<file path="src/rtl/pwm_breath_multi_if.sv">
// Control/status bundle for the multi-channel breathing PWM driver.
// The board controller drives modes, duty writes and timing dividers;
// the driver returns the LED outputs and the period marker.
interface pwm_breath_multi_if #(
  parameter int CH      = 4,
  parameter int PWM_W   = 10,
  parameter int PRESC_W = 8,
  parameter int STEP_W  = 8,
  parameter int CH_W    = 2
);
  logic [CH-1:0]      mode;
  logic               wr_en;
  logic [CH_W-1:0]    wr_ch;
  logic [PWM_W-1:0]   wr_duty;
  logic [PRESC_W-1:0] presc;
  logic [STEP_W-1:0]  step_div;
  logic [CH-1:0]      led;
  logic               period_start;

  modport master (
    output mode, wr_en, wr_ch, wr_duty, presc, step_div,
    input  led, period_start
  );

  modport slave (
    input  mode, wr_en, wr_ch, wr_duty, presc, step_div,
    output led, period_start
  );
endinterface

</file>
<file path="src/rtl/pwm_breath_multi.sv">
// Multi-channel LED PWM driver. One shared prescaler and PWM counter serve
// every channel; each channel shows either a written manual duty or a
// triangle "breathing" level. Duties only change at the period wrap so the
// LED waveforms never glitch mid-period.
module pwm_breath_multi #(
  parameter int CH      = 4,
  parameter int PWM_W   = 10,
  parameter int PRESC_W = 8,
  parameter int STEP_W  = 8,
  parameter int CH_W    = 2
) (
  input  logic              clk,
  input  logic              rst_n,
  pwm_breath_multi_if.slave bus
);

  typedef enum logic {DIR_UP = 1'b0, DIR_DOWN = 1'b1} dir_e;

  logic [PRESC_W-1:0] pc_q, pc_d;
  logic [PWM_W-1:0]   cnt_q, cnt_d;
  logic [STEP_W-1:0]  sc_q, sc_d;
  logic               ps_q, ps_d;
  logic [CH-1:0]      led_q, led_d;
  logic [CH-1:0]      mode_q, mode_d;
  logic [PWM_W-1:0]   pending_q [CH];
  logic [PWM_W-1:0]   pending_d [CH];
  logic [PWM_W-1:0]   active_q  [CH];
  logic [PWM_W-1:0]   active_d  [CH];
  logic [PWM_W-1:0]   lvl_q     [CH];
  logic [PWM_W-1:0]   lvl_d     [CH];
  dir_e               dir_q     [CH];
  dir_e               dir_d     [CH];

  logic tick, wrap, step;
  logic [CH-1:0] mode_rise;

  // Shared timebase: prescaler, PWM counter, breathe step divider.
  always_comb begin
    tick  = (pc_q == bus.presc);
    pc_d  = tick ? '0 : pc_q + PRESC_W'(1);
    cnt_d = tick ? cnt_q + PWM_W'(1) : cnt_q;
    wrap  = tick && (cnt_q == '1);
    step  = wrap && (sc_q == bus.step_div);
    sc_d  = sc_q;
    if (wrap) begin
      sc_d = step ? '0 : sc_q + STEP_W'(1);
    end
    ps_d      = wrap;
    mode_d    = bus.mode;
    mode_rise = bus.mode & ~mode_q;
  end

  // Per-channel duty bookkeeping: writes, breathe ramp, wrap-time load, compare.
  always_comb begin
    for (int i = 0; i < CH; i++) begin
      pending_d[i] = pending_q[i];
      active_d[i]  = active_q[i];
      lvl_d[i]     = lvl_q[i];
      dir_d[i]     = dir_q[i];
      led_d[i]     = (cnt_q < active_q[i]);

      // Out-of-range channel indices match no channel and fall away.
      if (bus.wr_en && (bus.wr_ch == CH_W'(i))) begin
        pending_d[i] = bus.wr_duty;
      end

      // Entering breathe mode restarts the ramp and wins over a coincident step.
      if (mode_rise[i]) begin
        lvl_d[i] = '0;
        dir_d[i] = DIR_UP;
      end else if (step && bus.mode[i]) begin
        if (dir_q[i] == DIR_UP) begin
          if (lvl_q[i] == '1) begin
            dir_d[i] = DIR_DOWN;
            lvl_d[i] = lvl_q[i] - PWM_W'(1);
          end else begin
            lvl_d[i] = lvl_q[i] + PWM_W'(1);
          end
        end else begin
          if (lvl_q[i] == '0) begin
            dir_d[i] = DIR_UP;
            lvl_d[i] = PWM_W'(1);
          end else begin
            lvl_d[i] = lvl_q[i] - PWM_W'(1);
          end
        end
      end

      // Old pending is loaded here; a write in the wrap clk shows a period later.
      if (wrap) begin
        active_d[i] = bus.mode[i] ? lvl_d[i] : pending_q[i];
      end
    end
  end

  // State registers, all cleared by the asynchronous reset.
  always_ff @(posedge clk or negedge rst_n) begin
    if (!rst_n) begin
      pc_q   <= '0;
      cnt_q  <= '0;
      sc_q   <= '0;
      ps_q   <= 1'b0;
      led_q  <= '0;
      mode_q <= '0;
      for (int i = 0; i < CH; i++) begin
        pending_q[i] <= '0;
        active_q[i]  <= '0;
        lvl_q[i]     <= '0;
        dir_q[i]     <= DIR_UP;
      end
    end else begin
      pc_q   <= pc_d;
      cnt_q  <= cnt_d;
      sc_q   <= sc_d;
      ps_q   <= ps_d;
      led_q  <= led_d;
      mode_q <= mode_d;
      for (int i = 0; i < CH; i++) begin
        pending_q[i] <= pending_d[i];
        active_q[i]  <= active_d[i];
        lvl_q[i]     <= lvl_d[i];
        dir_q[i]     <= dir_d[i];
      end
    end
  end

  assign bus.led          = led_q;
  assign bus.period_start = ps_q;

endmodule

</file>
<file path="src/flat_wrapper.sv">
// flat-port wrapper written by rule: the top's interface ports become plain ports
module pwm_breath_multi_flat 
#(
  parameter int CH      = 4,
  parameter int PWM_W   = 10,
  parameter int PRESC_W = 8,
  parameter int STEP_W  = 8,
  parameter int CH_W    = 2
)
  (clk, rst_n, bus_mode, bus_wr_en, bus_wr_ch, bus_wr_duty, bus_presc, bus_step_div, bus_led, bus_period_start);
  pwm_breath_multi_if #(.CH(CH), .PWM_W(PWM_W), .PRESC_W(PRESC_W), .STEP_W(STEP_W), .CH_W(CH_W)) bus_i ();
  input  logic clk;
  input  logic rst_n;
  input wire logic [$bits(bus_i.mode)-1:0] bus_mode;
  input wire logic [$bits(bus_i.wr_en)-1:0] bus_wr_en;
  input wire logic [$bits(bus_i.wr_ch)-1:0] bus_wr_ch;
  input wire logic [$bits(bus_i.wr_duty)-1:0] bus_wr_duty;
  input wire logic [$bits(bus_i.presc)-1:0] bus_presc;
  input wire logic [$bits(bus_i.step_div)-1:0] bus_step_div;
  output wire logic [$bits(bus_i.led)-1:0] bus_led;
  output wire logic [$bits(bus_i.period_start)-1:0] bus_period_start;
  assign bus_i.mode = bus_mode;
  assign bus_i.wr_en = bus_wr_en;
  assign bus_i.wr_ch = bus_wr_ch;
  assign bus_i.wr_duty = bus_wr_duty;
  assign bus_i.presc = bus_presc;
  assign bus_i.step_div = bus_step_div;
  assign bus_led = bus_i.led;
  assign bus_period_start = bus_i.period_start;
  pwm_breath_multi #(.CH(CH), .PWM_W(PWM_W), .PRESC_W(PRESC_W), .STEP_W(STEP_W), .CH_W(CH_W)) u_core (.clk(clk), .rst_n(rst_n), .bus(bus_i));
endmodule
</file>
<file path="config.mk">
export PLATFORM = sky130hd
export DESIGN_NAME = pwm_breath_multi_flat
export DESIGN_NICKNAME = d
export VERILOG_FILES = /design/src/rtl/pwm_breath_multi_if.sv /design/src/rtl/pwm_breath_multi.sv /design/src/flat_wrapper.sv
export SDC_FILE = /design/constraint.sdc
export NUM_CORES = 1
export LEC_CHECK = 0
export CORE_AREA = 3 3 140 142
export CTS_CLUSTER_SIZE = 16
export DETAILED_ROUTE_END_ITERATION = 16
export DIE_AREA = 0 0 143 145
export DONT_BUFFER_PORTS = 1
export GPL_TIMING_DRIVEN = 0
export HOLD_SLACK_MARGIN = 0.08
export PLACE_DENSITY_LB_ADDON = 0.25
export SLEW_MARGIN = 20
export SYNTH_ARGS = -nofsm -noshare
export SYNTH_HDL_FRONTEND = slang
export SYNTH_SLANG_ARGS = --single-unit
export TNS_END_PERCENT = 50
</file>
<file path="constraint.sdc">
create_clock -name clk -period 3.31 [get_ports clk]
set_input_delay 0.331 -clock clk [delete_from_list [all_inputs] [get_ports clk]]
set_output_delay 0.331 -clock clk [all_outputs]
set_load 0.02 [all_outputs]
</file>
## After elaboration in Yosys (flattened, before gate mapping)

Cells that the tools add are included.
W data, S select, Z words.

- Output and inout bits: 5
- Flip-flop bits (word level): 159
- Logic and storage cells: 114
- Input bits: 35

- Add/subtract/negate cells: 11
- Bitwise operators: 2
- Magnitude comparators: 4
- Reduce and logical (&&, ||, !) cells: 19
- Multiplexer cells: 46
- Eq/ne operators: 10

Operators by type and width:

| cell | number |
|---|---|
| $mux W10 | 24 |
| $add A10 B1 Y10 const B | 5 |
| $eq A10 B10 Y1 const B | 5 |
| $logic_not A10 Y1 | 4 |
| $lt A10 B10 Y1 | 4 |
| $sub A10 B1 Y10 const B | 4 |
| $mux W1 | 20 |
| $add A8 B1 Y8 const B | 2 |
| $eq A8 B8 Y1 | 2 |
| $mux W8 | 2 |
| $logic_and A1 B1 Y1 | 10 |
| $reduce_bool A2 Y1 | 4 |
| $and A4 B4 Y4 | 1 |
| $eq A2 B2 Y1 const B | 2 |
| $not A4 Y4 | 1 |
| $eq A2 B1 Y1 const B | 1 |
| $logic_not A2 Y1 | 1 |

## Logic depth before layout (Yosys ltp)

- Depth in word-level cells: 7
- Mapped depth: 9
- Mapped depth without buffers: 8

## Worst setup path before layout

OpenSTA, ideal clock, no wires.

- Path kind: register to register
- Start point: register u_core.lvl_q[30] (netlist name)
- End point: register u_core.active_q[36] (netlist name)
- Setup slack: 905 ps
- Setup time: 133 ps
- Period minus slack after synthesis: 2405 ps
- Cell stages (with the launch flop): 10
- Arrival time: 2273 ps
- Path buffers: 1
- Data required time: 3177 ps
- Path through: dfrtp_1 clkbuf_1 inv_1 ha_1 or3b_2 nor4_1 nor4_1 nor2_1 o311a_1 a21oi_1

- Cells in the longest elaborated chain, start to end: 6
- Elaborated cells between the ends (all ways): 10
- Those cells by class: add/sub: 2; eq/ne: 1; mux: 6; reduce/logical: 1

RTL lines:

| element | line | text |
|---|---|---|
| start: declaration | pwm_breath_multi.sv:29 | `logic [PWM_W-1:0] lvl_q [CH];` |
| start signal: indexed assignment | pwm_breath_multi.sv:121 | `lvl_q[i] <= lvl_d[i];` |
| $add A10 B1 Y10 (tied with other cells) | pwm_breath_multi.sv:77 | `lvl_d[i] = lvl_q[i] + PWM_W'(1);` |
| $mux W10 (on tied branches) | pwm_breath_multi.sv:73, pwm_breath_multi.sv:80 |  |
| $mux W10 (*) | pwm_breath_multi.sv:72 | `if (dir_q[i] == DIR_UP) begin` |
| $mux W10 (*) | pwm_breath_multi.sv:71 | `end else if (step && bus.mode[i]) begin` |
| $mux W10 (*) | pwm_breath_multi.sv:68 | `if (mode_rise[i]) begin` |
| $mux W10 (*) | pwm_breath_multi.sv:91 | `active_d[i] = bus.mode[i] ? lvl_d[i] : pending_q[i];` |
| end signal: indexed assignment | pwm_breath_multi.sv:120 | `active_q[i] <= active_d[i];` |
| end: declaration | pwm_breath_multi.sv:27 | `logic [PWM_W-1:0] active_q [CH];` |

Mark *: on every way between the ends. The rest lies on a longest branch, timed or not.
A chain may end at the register's enable or synchronous reset.

## Final worst setup path

- Start point: register u_core.sc_q[6]
- End point: register u_core.active_q[11] (netlist name)

- Cells in the longest elaborated chain, start to end: 6

RTL lines:

| element | line | text |
|---|---|---|
| start: declaration | pwm_breath_multi.sv:21 | `logic [STEP_W-1:0] sc_q, sc_d;` |
| start signal: assignment | pwm_breath_multi.sv:101 | `sc_q <= '0;` |
| start signal: assignment | pwm_breath_multi.sv:114 | `sc_q <= sc_d;` |
| $eq A8 B8 Y1 | pwm_breath_multi.sv:43 | `step = wrap && (sc_q == bus.step_div);` |
| $logic_and A1 B1 Y1 | pwm_breath_multi.sv:43 |  |
| $logic_and A1 B1 Y1 | pwm_breath_multi.sv:71 |  |
| $mux W10 | pwm_breath_multi.sv:71 |  |
| $mux W10 | pwm_breath_multi.sv:68 |  |
| $mux W10 | pwm_breath_multi.sv:91 |  |

No other way between the ends.

==> run_results.csv <==
group,metric,value,unit
run_status,status,"finished, violations left",
run_status,violations,"negative hold slack",
sta,finalWorstSetupSlack,59.2,ps
sta,fmax,308,MHz
synth,synth-edff-count,0,
worst_setup_path,crit_type,"reg2reg",
sta,clock_skew,7.43,ps
synth,yosysSeqAreaShare,39.6,%
cts,hold_buffers,15,
layout,layout-drive-gt1-share,9.35,%
grt,grt_overflow,0,
grt,antenna_found_initial,4,
cts,cts-root-buf,"clkbuf_16",
pwr,power_per_cell_area,434,nW/um2
placed_design,place_area,10300,um2
placed_design,port-buffer-count,0,
layout,final_nets,1224,
worst_setup_path,rrSetupSlack,60,ps
placed_design,dp_hpwl,21000,um
job,drv_cap,0,
worst_setup_path,cp-start-kind,"register",
grt,met2_usage,44.9,%
placed_design,preCtsSetupSlack,-91.8,ps
synth,syn_inst,1108,
layout,postLayoutCellArea,11200,um2
cts,h-tree-depth,4,
sta,setup_violations,0,
grt,grt.total_usage,30.3,%
layout,fin_util,60.0,%
layout,area_delta_synth_final,11.0,%
worst_setup_path,required,3610,ps
synth,ys.flop_type,"dfrtp_1",
cts,clock-sinks,159,
detailed_routing,post_drt_wl_per_cell,22.3,um
detailed_routing,first_pass_iters,6,
detailed_routing,drt_drc_violations_left,0,
detailed_routing,via_per_inst,6.63,
cts,cts-buffers-inserted,17,
synth,ys_warn_count,0,
sta,finalSetupTns,0,ps
floorplan,die_h,145,um
pwr,peakVddDrop,422,uV
floorplan,io_pins,40,
sta,rsz0062_at_grt,"false",
grt,grt_pass1_wl,48900,um
floorplan,core.rowCount,50,
floorplan,fp.dieW,143,um
min_path,hp-class,"in2async",
grt,grt-busiest-layer,"met2",
pwr,p_leak,0.00479,uW
sta,post-route-period-util,98.2,%
floorplan,initial_utilization,54.1,%
synth,ys_types,75,
sta,slew_headroom,38.5,%
sta,worstMarginPinSlew,923,ps
detailed_routing,wirelength,31000,um
detailed_routing,ant_nets,0,
sta,fin_hold_ws,-413,ps
cts,clock_latency,440,ps
synth,syn-cell-area,10000,um2
cts,cts_max_path_buffers,2,
detailed_routing,vias,9227,
sta,drv_slew,0,
grt,use_met3,6.92,%
cts,cts_tree,"built",
worst_setup_path,crit_fanout,10,
grt,grt_pass1_vias,8585,
synth,synth_nets,1190,
grt,grt_max_degree,160,
floorplan,dieArea,20700,um2
grt,grt_util_met1,44.0,%
sta,final.min_clock_period,3250,ps
placed_design,gp_routability_congestion,0.932,
synth,ys_ff_latch,159,
floorplan,core_area,18600,um2
cts,clk_pin_slew,70,ps
worst_setup_path,end_kind,"register",
synth,async_flop_share,100,%
detailed_routing,drt_iter0_drc,1348,
cts,cts_setup_buffers,0,
synth,syn_area_per_cell,9.07,um2
worst_setup_path,worstPathArrival,3550,ps
sta,hold_viol_final,159,
-- kinds of logic (layout without fill, tap and decap cells) --
group | count (synthesis) | in the layout | share of synthesized area [%]
fa+ha+maj | 47 | 47 | 5.85
other cells | 0 | 2 | 0
flops | 159 | 159 | 39.6
mux | 54 | 54 | 5.90
compound gates | 275 | 275 | 18.2
xor+xnor | 46 | 46 | 4.01
simple gates | 389 | 389 | 21.0
buf+inv | 138 | 185 | 5.40
-- metrics by stage --
step | power, uW | std cells | hold WS (ps)
2_1_floorplan | 2570 | 1108 | 35.4
3_3_place_gp | 2670 | 1342 | 44.7
3_5_place_dp | 2690 | 1342 | 45.5
4_1_cts | 4840 | 1389 | -416
5_1_grt | 5000 | 1391 | -426
6_report | 4840 | 1391 | -413
-- state kept, by name, summed over array words and instances (netlist names) --
name and flops:
u_core.pc_q 8, u_core.active_q 40, u_core.bus.period_start 1, u_core.dir_q 4
u_core.mode_q 4, u_core.lvl_q 40, u_core.sc_q 8, u_core.cnt_q 10
u_core.pending_q 40, u_core.bus.led 4
-- worst max-delay path, stage by stage (launching register included) --
cell      delay (ps)
dfrtp_1          440
xor2_1           190
nor4_2           530
nand2_1          390
clkbuf_1         460
clkbuf_1         480
a311oi_1         460
o22ai_1          140
-- layout by cell type (no fill, tap or decap), types with 6 or more instances in the layout --
master,n
clkbuf_16,17
a2111oi_0,6
nor2_1,70
or4_1,9
xor2_1,29
nand4_1,24
o31ai_1,7
clkbuf_1,62
dfrtp_1,159
or3_1,11
and3_1,27
a32oi_1,6
ha_1,47
o22ai_1,6
nor4_1,8
nand2b_1,13
dlygate4sd3_1,15
a21oi_1,62
nand3_1,51
o21ai_0,47
a211oi_1,7
o211ai_1,13
and4_1,13
nor3_1,35
o21ai_1,14
a31oi_1,27
xnor2_1,17
nor2b_1,10
mux2_2,42
inv_1,61
nand2_1,78
mux2i_1,12
o2bb2ai_1,7
and2_1,7
buf_2,8
a21o_1,12
-- where the power goes --
group	internal (uW)	switching, uW	leakage [uW]	total (uW)
combinational	228	252	0.00246	481
sequential	2090	130	0.00203	2220
clock	1290	859	0.000300	2140
total	3600	1240	0.00479	4840
-- cell usage after synthesis, types with 14 or more instances --
cell	instances	area [um2]
a21oi_1	62	310
a31oi_1	27	169
and3_1	27	169
clkbuf_1	64	240
dfrtp_1	159	3980
ha_1	47	588
inv_1	61	229
mux2_2	42	473
nand2_1	78	293
nand3_1	52	260
nand4_1	24	150
nor2_1	70	263
nor3_1	35	175
o21ai_0	47	235
o21ai_1	14	70.1
xnor2_1	17	149
xor2_1	29	254
-- routing by layer --
| metal | part of all wire, % | up-vias |
|---|---|---|
| met3 | 11 | 78 |
| met1 | 42 | 4460 |
| li1 | - | 4145 |
| met4 | 2.8 | 2 |
| met2 | 45 | 542 |
| met5 | 0.045 | - |
-- final timing paths --
kind / startpoint / end / cells after the start
max: u_core.sc_q[6]$_DFFE_PN0P_ / u_core.active_q[11]$_DFFE_PN0P_ / 7
min: rst_n / u_core.dir_q[0]$_DFFE_PN0P_ / 0
max reg2reg: u_core.sc_q[6]$_DFFE_PN0P_ / u_core.active_q[11]$_DFFE_PN0P_ / 7
min reg2reg: u_core.active_q[4]$_DFFE_PN0P_ / u_core.active_q[4]$_DFFE_PN0P_ / 2
max in group asynchronous: rst_n / u_core.active_q[18]$_DFFE_PN0P_ / 0
min in group clk: bus_mode[1] / u_core.lvl_q[21]$_DFF_PN0_ / 3
-- repair_timing --
item | in CTS | in global routing
endpoints found under the hold margin | 203 | 159
endpoints found under the setup margin | 21 | 22
resized for setup | 2 | 7
-- layout make-up --
type / count / area, um2
fill: 1566 / 7420
multi-input combinational: 811 / 5550
sequential: 159 / 3980
clock buffer: 19 / 443
buffer: 76 / 314
tap: 234 / 293
inverter: 62 / 233
clock inverter: 13 / 188
timing repair buffer: 15 / 150
antenna: 2 / 5.00
(Power assumes the default switching activity.)
